==> src/rtl/hazard_unit.sv <==
// Pipeline hazard control: operand forwarding, load-use/branch interlocks, taken-branch
// flushes, data-memory wait FSM with fatal timeout, and stall/flush performance counters.
module hazard_unit #(
    parameter int WAIT_TIMEOUT = 255
) (
    input  logic        clock,
    input  logic        reset,
    input  logic [4:0]  d_rs,
    input  logic [4:0]  d_rt,
    input  logic        d_is_branch,
    input  logic [4:0]  e_ra0,
    input  logic [4:0]  e_ra1,
    input  logic [4:0]  e_rf_wa,
    input  logic        e_rf_we,
    input  logic        e_is_load,
    input  logic [4:0]  m_rf_wa,
    input  logic        m_rf_we,
    input  logic        m_is_load,
    input  logic        m_sel_pc,
    input  logic        m_dmem_req,
    input  logic [4:0]  w_rf_wa,
    input  logic        w_rf_we,
    input  logic        dmem_ready,
    input  logic        perf_clear,
    output logic        f_stall,
    output logic        d_stall,
    output logic        e_stall,
    output logic        m_stall,
    output logic        d_flush,
    output logic        e_flush,
    output logic        m_flush,
    output logic        w_bubble,
    output logic [1:0]  fwd_a_e,
    output logic [1:0]  fwd_b_e,
    output logic        fwd_a_d,
    output logic        fwd_b_d,
    output logic        mem_timeout,
    output logic [31:0] stall_cycles,
    output logic [15:0] flush_events
);
    localparam int CW = (WAIT_TIMEOUT > 255) ? $clog2(WAIT_TIMEOUT + 1) : 8;

    typedef enum logic [1:0] {RUN, MEM_WAIT, ERROR} state_t;

    state_t          state_q, state_d;
    logic [CW-1:0]   wcnt_q, wcnt_d;
    logic            pend_q, pend_d;
    logic [31:0]     stall_cnt_q;
    logic [15:0]     flush_cnt_q;

    logic m_fwd_ok, w_fwd_ok, e_dst_ok, m_ld_ok;
    logic load_use, branch_haz, mem_stall, redirect;

    // Register 0 is hardwired zero, so a write to it is never a real producer.
    assign m_fwd_ok = m_rf_we && (m_rf_wa != 5'd0);
    assign w_fwd_ok = w_rf_we && (w_rf_wa != 5'd0);
    assign e_dst_ok = e_rf_we && (e_rf_wa != 5'd0);
    assign m_ld_ok  = m_is_load && m_fwd_ok;

    assign fwd_a_e = (m_fwd_ok && m_rf_wa == e_ra0) ? 2'b10 :
                     (w_fwd_ok && w_rf_wa == e_ra0) ? 2'b01 : 2'b00;
    assign fwd_b_e = (m_fwd_ok && m_rf_wa == e_ra1) ? 2'b10 :
                     (w_fwd_ok && w_rf_wa == e_ra1) ? 2'b01 : 2'b00;
    assign fwd_a_d = m_fwd_ok && (m_rf_wa == d_rs);
    assign fwd_b_d = m_fwd_ok && (m_rf_wa == d_rt);

    assign load_use   = e_is_load && e_dst_ok && (e_rf_wa == d_rs || e_rf_wa == d_rt);
    assign branch_haz = d_is_branch &&
                        ((e_dst_ok && (e_rf_wa == d_rs || e_rf_wa == d_rt)) ||
                         (m_ld_ok  && (m_rf_wa == d_rs || m_rf_wa == d_rt)));

    assign mem_stall = (state_q == ERROR) || (m_dmem_req && !dmem_ready);
    // A redirect seen while frozen is replayed on the first unfrozen cycle.
    assign redirect  = !mem_stall && (m_sel_pc || pend_q);

    always_comb begin
        state_d = state_q;
        wcnt_d  = wcnt_q;
        case (state_q)
            RUN: begin
                if (m_dmem_req && !dmem_ready) begin
                    state_d = MEM_WAIT;
                    wcnt_d  = '0;
                end
            end
            MEM_WAIT: begin
                wcnt_d = wcnt_q + 1'b1;
                if (dmem_ready)
                    state_d = RUN;
                else if (wcnt_d == CW'(WAIT_TIMEOUT))
                    state_d = ERROR;
            end
            default: state_d = ERROR;
        endcase
    end

    always_comb begin
        pend_d = pend_q;
        if (mem_stall && m_sel_pc)
            pend_d = 1'b1;
        else if (redirect)
            pend_d = 1'b0;
    end

    always_comb begin
        f_stall  = 1'b0;
        d_stall  = 1'b0;
        e_stall  = 1'b0;
        m_stall  = 1'b0;
        d_flush  = 1'b0;
        e_flush  = 1'b0;
        m_flush  = 1'b0;
        w_bubble = 1'b0;
        if (mem_stall) begin
            f_stall  = 1'b1;
            d_stall  = 1'b1;
            e_stall  = 1'b1;
            m_stall  = 1'b1;
            w_bubble = 1'b1;
        end else if (redirect) begin
            d_flush = 1'b1;
            e_flush = 1'b1;
            m_flush = 1'b1;
        end else if (load_use || branch_haz) begin
            f_stall = 1'b1;
            d_stall = 1'b1;
            e_flush = 1'b1;
        end
    end

    always_ff @(posedge clock or posedge reset) begin
        if (reset) begin
            state_q <= RUN;
            wcnt_q  <= '0;
            pend_q  <= 1'b0;
        end else begin
            state_q <= state_d;
            wcnt_q  <= wcnt_d;
            pend_q  <= pend_d;
        end
    end

    // flush_events counts taken-branch redirects only, not interlock bubbles.
    always_ff @(posedge clock or posedge reset) begin
        if (reset) begin
            stall_cnt_q <= '0;
            flush_cnt_q <= '0;
        end else if (perf_clear) begin
            stall_cnt_q <= '0;
            flush_cnt_q <= '0;
        end else begin
            if (f_stall && stall_cnt_q != '1)
                stall_cnt_q <= stall_cnt_q + 32'd1;
            if (redirect && flush_cnt_q != '1)
                flush_cnt_q <= flush_cnt_q + 16'd1;
        end
    end

    assign mem_timeout  = (state_q == ERROR);
    assign stall_cycles = stall_cnt_q;
    assign flush_events = flush_cnt_q;
endmodule
==> config.mk <==
export PLATFORM = sky130hd
export DESIGN_NAME = hazard_unit
export DESIGN_NICKNAME = d
export VERILOG_FILES = /design/src/rtl/hazard_unit.sv
export SDC_FILE = /design/constraint.sdc
export NUM_CORES = 1
export LEC_CHECK = 0
export BUFFER_PORTS_ARGS = -buffer_cell sky130_fd_sc_hd__buf_2
export CORE_UTILIZATION = 41
export DETAILED_ROUTE_END_ITERATION = 7
export GPL_TIMING_DRIVEN = 0
export PLACE_DENSITY_LB_ADDON = 0.08
export SYNTH_ARGS = -nofsm -noshare
export SYNTH_HDL_FRONTEND = slang
export SYNTH_SLANG_ARGS = --single-unit
==> constraint.sdc <==
create_clock -name clock -period 2.35 [get_ports clock]
set_input_delay 0 -clock clock [delete_from_list [all_inputs] [get_ports clock]]
set_output_delay 0 -clock clock [all_outputs]
set_load 0.02 [all_outputs]
Word-level counts from Yosys, hierarchy flattened

Cells that the tools add are included.

Register bits: 59
Latch bits: 0
Bits in writable memories: 0
Bits in read-only memories: 0
Input bits: 47
Output and inout bits: 63
Word-level logic and storage cells: 85
Memories: 0

$add $sub $neg: 3
$mul: 0
Div/mod/pow operators: 0
Magnitude comparators: 0
Equal/unequal tests: 15
Shift-type cells: 0
Mux-type cells: 24
Bitwise gates (word level): 0
Reduce and logical (&&, ||, !) cells: 38

Operators by type and width:

| kind                                                            | number |
|---|---|
| 32-bit two-way mux                                              | 2 |
| 5-bit == test                                                   | 8 |
| 32-bit by 1-bit adder with 32-bit output, second input constant | 1 |
| 16-bit two-way mux                                              | 2 |
| 32-bit inequality test, second input constant                   | 1 |
| 1-bit logical AND                                               | 20 |
| 16-bit by 1-bit adder with 16-bit output, second input constant | 1 |
| 16-bit inequality test, second input constant                   | 1 |
| 8-bit one-hot mux with 2 select lines                           | 1 |
| 5-bit nonzero test                                              | 3 |
| 1-bit two-way mux                                               | 12 |
| 2-bit two-way mux                                               | 5 |
| 8-bit by 1-bit adder with 8-bit output, second input constant   | 1 |
| 8-bit == test, second input constant                            | 1 |
| 8-bit two-way mux                                               | 1 |
| 2-bit nonzero test                                              | 4 |
| 1-bit logical OR                                                | 6 |
| 2-bit one-hot mux with 2 select lines                           | 1 |
| 2-bit AND reduction                                             | 2 |
| 3-bit inequality test, second input constant                    | 1 |
| 2-bit by 1-bit == test with 1-bit output, second input constant | 1 |
| 2-bit == test, second input constant                            | 1 |
| 1-bit logical NOT                                               | 2 |
| 2-bit logical NOT                                               | 1 |
| 2-bit inequality test, second input constant                    | 1 |

Depth between registers and ports, before layout

Gate-level depths: netlist of the first run.

Depth in word-level cells: 13
Depth in mapped cells: 10

Least setup slack after synthesis of the first run

Ideal clock, no wire load.

Path kind: register to register
Start: register stall_cnt_q[0], in the netlist stall_cycles[0]
End: register stall_cnt_q[11], in the netlist stall_cycles[11]
Library setup time: 0.078 ns
Arrival: 2.203 ns
Required time: 2.272 ns
Path slack: 0.069 ns
Stages on the path, launching flop included: 10
Buffers on the path: 1
Clock period less this slack: 2.281 ns
Path through: dfrtp_1 -> ha_1 -> nand4_1 -> nor3_1 -> and3_1 -> and2_1 -> buf_2 -> or4_1 -> or3_1 -> a21oi_1

Cells in the longest elaborated chain, start to end: 3
Elaborated cells on any way between the ends: 6

Ends and longest elaborated chain:

| item                                                                               | RTL line | text |
|---|---|---|
| start, declared                                                                    | 48       | `logic [31:0] stall_cnt_q;` |
| start signal, assigned                                                             | 153      | `stall_cnt_q <= stall_cnt_q + 32'd1;` |
| 32-bit by 1-bit adder with 32-bit output or 32-bit inequality test (tied branches) | 153, 152 |  |
| 32-bit two-way mux or 1-bit logical AND (tied branches)                            | 152      | `if (f_stall && stall_cnt_q != '1)` |
| 32-bit two-way mux or 2-bit nonzero test (tied branches)                           | n/a      |  |

Parallel ways exist; a longest one is shown, timed or not. The select of a mux whose other input is x is not followed.
A chain may end at the register's enable or synchronous reset.

Worst setup path after layout of the first run

Start: register stall_cnt_q[5], in the netlist stall_cycles[5]
End: register stall_cnt_q[11], in the netlist stall_cycles[11]

Same word-level chain as after synthesis.

==> results of run 1 <==
worst max-delay path, stage by stage (launching register included):
cell     delay (ns)
dfrtp_2        0.44
and4_4         0.23
and4_4         0.21
and4_4         0.21
and2_1         0.14
buf_6          0.13
or4_4          0.41
or3_1          0.32
a21oi_1        0.12
power groups by stage:
| stage | sequential, mW | combinational (mW) | clock [mW] |
|---|---|---|---|
| 2_1_floorplan | 1.08 | 0.212 | 0 |
| 5_1_grt | 1.06 | 0.396 | 1.05 |
| 3_3_place_gp | 1.08 | 0.336 | 0 |
| 3_5_place_dp | 1.08 | 0.346 | 0 |
| 4_1_cts | 1.06 | 0.359 | 1.01 |
| 6_report | 1.06 | 0.354 | 0.989 |
timing repair:
action,4_1_cts,5_1_grt
hold endpoints to repair,24,0
pin swaps,1,4
resized for setup,5,15
buffers inserted,5,9
setup endpoints to repair,16,22
hold buffers,4,0
worst min-delay path by stage:
stage	endpoint	slack (ns)	depth (start not counted)
floorplan	state_q[0]	0.08	1
global placement	state_q[0]	0.20	2
detailed placement	flush_events[11]	0.06	2
CTS	stall_cycles[31]	0.07	3
global route	stall_cycles[31]	0.09	3
finish	stall_cycles[31]	0.08	3
per-layer routing:
metal	track usage, %	routed length (um)	vias to the layer above
li1	-	-	1831
met1	25.55	4506	1719
met2	37.44	5099	125
met3	2.908	486	9
met4	7.463	106	0
met5	0	0	-
sequential cells by signal, indices dropped and copies added, names as in the netlist:
signal and count:
stall_cycles 32, pend_q 1, state_q 2, flush_events 16, wcnt_q 8
cell type report:
| cell class | count | share of cell area (%) |
|---|---|---|
| clock buffer | 12 | 3.327 |
| tap | 111 | 2.798 |
| multi-input combinational | 338 | 45.60 |
| buffer | 25 | 3.176 |
| clock inverter | 4 | 0.9579 |
| inverter | 7 | 0.5294 |
| timing repair buffer | 123 | 13.81 |
| sequential | 59 | 29.80 |
placed cells by master (no fill, tap or decap), types with 11 or more instances in the layout:
master	netlist	routed
clkbuf_8	0	12
or4_1	16	15
or3_1	16	16
nor2_1	34	33
nand3_1	21	21
nand4_1	16	16
o21ai_0	21	21
buf_4	7	23
buf_2	7	107
nand2_1	23	23
and3_1	13	11
a21oi_1	29	29
dfrtp_1	59	57
xnor2_1	25	25
xor2_1	31	31
cell families (layout without fill, tap and decap cells):
logic type      after synthesis  count (layout)  share of synthesized area, %
simple gates                188             188                         28.07
compound gates               84              84                         13.55
flops                        59              59                         38.25
xor+xnor                     56              56                         12.71
buf+inv                      32             171                         4.408
mux                           6               6                         1.718
fa+ha+maj                     4               4                         1.297
per-stage QoR:
step,utilization (%),TNS [ns],setup slack (ns),total power [mW],hold WS (ns)
floorplan,-,0,0.06926,1.292,0.08437
global placement,49.14,-1.780,-0.1414,1.412,0.2025
detailed placement,49.36,-1.604,-0.1483,1.423,0.06043
CTS,52.68,0,0.003868,2.429,0.07121
global route,53.97,0,0.004363,2.506,0.09086
finish,53.97,0,0.06634,2.401,0.08059
==> impl_metrics.tcl, run 1 <==
set metrics [dict create \
    status "complete, no violations" \
    nFillCells 910 \
    synthFlopType "dfrtp_1" \
    initial_core_util_pct 41.97 \
    fin_worst_skew_ns 0.01151 \
    dpl.hpwl_um 7452 \
    grt_pass1_wl_um 16260 \
    power.leakage_nw 2.284 \
    antennaDiodeCount 0 \
    die_y_um 99.03 \
    cts_buffers 9 \
    clkSinkCount 59 \
    period_share_pct 97.18 \
    drive_gt1_share_pct 31.51 \
    final_nets 614 \
    yosysMostFrequentCell "dfrtp_1" \
    vias 3684 \
    multi_input_area_um2 2263 \
    path_class "reg2reg" \
    relSlewSlack_pct 49.65 \
    grt_pass1_vias 3444 \
    die_w_um 99.03 \
    syn_to_final_growth_pct 28.59 \
    max_freq_mhz 437.9 \
    routed_via_density 5.426 \
    min_period_ns 2.284 \
    p_clk_share_pct 41.2 \
    avgSynthCellArea_um2 8.998 \
    fin_area_um2 4964 \
    path_max_fanout 10 \
    placed_cells 645 \
    stdcell_count 679 \
    hold_viol_final 0 \
    syn_nets 480 \
    worst-r2r-setup-slack_ns 0.07 \
    htreeDepth 3 \
    yosysUniqueCellTypes 51 \
    start_kind "flip-flop" \
    tightest_slew_ns 0.7525 \
    firstDrtPassIters 4 \
    ir_worst_vdd_mv 0.2042 \
    drc 0 \
    num_io_pins 110 \
    arrival_ns 2.55 \
    antenna_found_initial 0 \
    regArea_um2 1479 \
    clock-root-buffer "clkbuf_8" \
    netSwitchingFraction_pct 26.88 \
    startpoint "stall_cycles[5]" \
    wire_per_inst_um 15.02 \
    pwr-share-seq_pct 44.0 \
    comb_power_share_pct 14.8 \
    endpoint_kind "flip-flop" \
    io_buffers 104 \
    drv_slew 0 \
    synth_seq_area_share_pct 38.25 \
    dieArea_um2 9807 \
    ys_warn_count 0 \
    synth_edf_count 0 \
    p_per_area_nw_per_um2 483.7 \
    yosys-top-cells-area "dfrtp_1 38%, xor2_1 7.0%, xnor2_1 5.7%" \
    synth_seq_cells 59 \
    syn_area_um2 3860 \
    rsz0062_at_grt "no" \
    p_sw_mw 0.6454 \
    holdCritStartpoint "perf_clear" \
    reg2reg_depth 8 \
    totalWireLength_um 10200 \
    internal_power_mw 1.755 \
    maxCapViolCount 0 \
    first_iter_violations 104 \
    timing.rr.start "stall_cycles[5]" \
    worstSetupEndpoint "stall_cycles[11]" \
    placed_area_um2 4539 \
    synth_top_area_cell "dfrtp_1" \
    grt-ovfl-total 0 \
    clock_path_buffers 2 \
    grt_max_degree 39 \
    setup_violations 0 \
    synth_cells 429 \
    gp_congestion 0.8101 \
    cts_tree "yes" \
    clk_latency_ns 0.34 \
    track_usage_pct 20.90 \
    clkSlewWorstSetupHoldPaths_ns 0.07 \
    crit-reg2reg-capture "stall_cycles[11]" \
    ys_async_sr_fraction_pct 100.0 \
    rows 35 \
    core-area_um2 9196 \
    synth.top_cells.by_count "59 x dfrtp_1, 34 x nor2_1, 31 x xor2_1, 29 x a21oi_1, 25 x xnor2_1" \
    hold_class "in2reg" \
    cp.required_ns 2.62 \
    ant_nets 0 \
    yosysTopAreaCellShare_pct 38.25 \
]
Power figures use the tool's default switching activity.
==> inputs of run 2 (changes only) <==
- RECOVER_POWER: unset -> 25
==> impl_metrics.tcl, run 2 (synthesis gave the netlist of run 1 again) <==
set metrics [dict create \
    status "complete, no violations" \
    initial_core_util_pct 41.97 \
    tightest_slew_ns 0.9558 \
    period_share_pct 97.24 \
    dieArea_um2 9807 \
    crit_chain "and4_4, and4_4, and4_4, and2_1, buf_6, or4_4, or3_1, a21oi_1" \
    drive_gt1_share_pct 30.11 \
    first_iter_violations 100 \
    nFillCells 915 \
    clkSinkCount 59 \
    layout_commonest_cell "buf_2" \
    dpl.hpwl_um 7452 \
    slowest_stage "dfrtp_2" \
    clk_latency_ns 0.34 \
    placed_area_um2 4539 \
    power.leakage_nw 2.249 \
    internal_power_mw 1.752 \
    io_buffers 104 \
    hold_slack_ns 0.08123 \
    cts_tree "yes" \
    relSlewSlack_pct 36.28 \
    start_kind "flip-flop" \
    p_per_area_nw_per_um2 485.5 \
    antennaDiodeCount 0 \
    endpoint_kind "flip-flop" \
    rsz0062_at_grt "no" \
    p_sw_mw 0.6459 \
    final_nets 614 \
    grt_max_degree 39 \
    drv_slew 0 \
    max_freq_mhz 437.6 \
    p_clk_share_pct 41.3 \
    syn_to_final_growth_pct 27.97 \
    cp_common_cell "and4_4" \
    fin_worst_skew_ns 0.01016 \
    cts_buffers 9 \
    ant_nets 0 \
    min_period_ns 2.285 \
    grt_pass1_vias 3444 \
    firstDrtPassIters 4 \
    clock-root-buffer "clkbuf_8" \
    htreeDepth 3 \
    grt_pass1_wl_um 16260 \
    track_usage_pct 20.90 \
    num_io_pins 110 \
    largest_reg_flops 32 \
    rows 35 \
    clkSlewWorstSetupHoldPaths_ns 0.07 \
    routed_via_density 5.439 \
    maxCapViolCount 0 \
    pwr-share-seq_pct 44.1 \
    comb_power_share_pct 14.6 \
    final_cell_mix "100 x buf_2, 57 x dfrtp_1, 33 x nor2_1" \
    path_max_fanout 10 \
    grt-ovfl-total 0 \
    netSwitchingFraction_pct 26.94 \
    vias 3693 \
    ir_worst_vdd_mv 0.2068 \
    antenna_found_initial 0 \
    cp.required_ns 2.62 \
    die_y_um 99.03 \
    hold_viol_final 0 \
    gp_congestion 0.8101 \
    core-area_um2 9196 \
    hold_class "in2reg" \
    arrival_ns 2.55 \
    fin_area_um2 4940 \
    path_class "reg2reg" \
    wire_per_inst_um 15.03 \
    critPathMaxStageDelay_ns 0.44 \
    drc 0 \
    totalWireLength_um 10200 \
    clock_path_buffers 2 \
    setup_violations 0 \
    die_w_um 99.03 \
]
-- run 2: what timing repair did --
| item | in CTS | in global routing |
|---|---|---|
| setup endpoints to repair | 16 | 22 |
| setup buffers | 5 | 9 |
| endpoints found under the hold margin | 24 | 0 |
| hold buffers | 4 | 0 |
| resized for setup | 5 | 15 |
| pin swaps | 1 | 4 |
-- run 2: path summary, 6_finish.rpt --
kind                                      start          endpoint  slack (ns)  depth (start not counted)
worst max-delay path            stall_cycles[5]  stall_cycles[11]        0.06                          8
worst min-delay path                 perf_clear  stall_cycles[31]        0.08                          3
worst max register to register  stall_cycles[5]  stall_cycles[11]        0.06                          8
worst min register to register        wcnt_q[7]         wcnt_q[7]        0.49                          1
max in group asynchronous                 reset   stall_cycles[5]        0.47                          4
min in group asynchronous                 reset   flush_events[4]        0.39                          3
-- run 2: area by class of cell --
class / count / area, um^2 / share of cell area, %
buffer: 25 / 157.7 / 3.191
inverter: 7 / 26.28 / 0.5319
tap: 111 / 138.9 / 2.812
clock buffer: 12 / 165.2 / 3.343
sequential: 59 / 1479 / 29.94
multi-input combinational: 338 / 2263 / 45.82
clock inverter: 4 / 47.55 / 0.9625
timing repair buffer: 123 / 661.9 / 13.40
-- run 2: metal layers --
| metal | routed length, um | GRT usage, % |
|---|---|---|
| met2 | 5102 | 37.44 |
| met5 | 0 | 0 |
| met3 | 450 | 2.908 |
| met4 | 112 | 7.463 |
| met1 | 4539 | 25.55 |
-- run 2: per-stage QoR --
step	util [%]	std cells	setup TNS (ns)	worst slack (ns)	total power, mW
after floorplan	-	429	0	0.06926	1.292
after global placement	49.14	644	-1.780	-0.1414	1.412
after detailed placement	49.36	645	-1.604	-0.1483	1.423
after CTS	52.68	670	0	0.003868	2.429
after global routing	53.71	679	0	0.004363	2.502
final	53.71	679	0	0.06491	2.398
-- run 2: power groups by stage --
stage / Combinational, mW / Clock [mW] / Sequential, mW
floorplan: 0.212 / 0 / 1.08
global placement: 0.336 / 0 / 1.08
detailed placement: 0.346 / 0 / 1.08
CTS: 0.359 / 1.01 / 1.06
global route: 0.391 / 1.05 / 1.06
finish: 0.350 / 0.991 / 1.06
-- run 2: worst max-delay path: cells and delay by family (launching register included) --
family                 cells  cell delay (ns)
buffers and inverters      1             0.13
AND/OR/NAND/NOR            6             1.51
flip-flops                 1             0.44
AO/OA/AOI/OAI              1             0.12
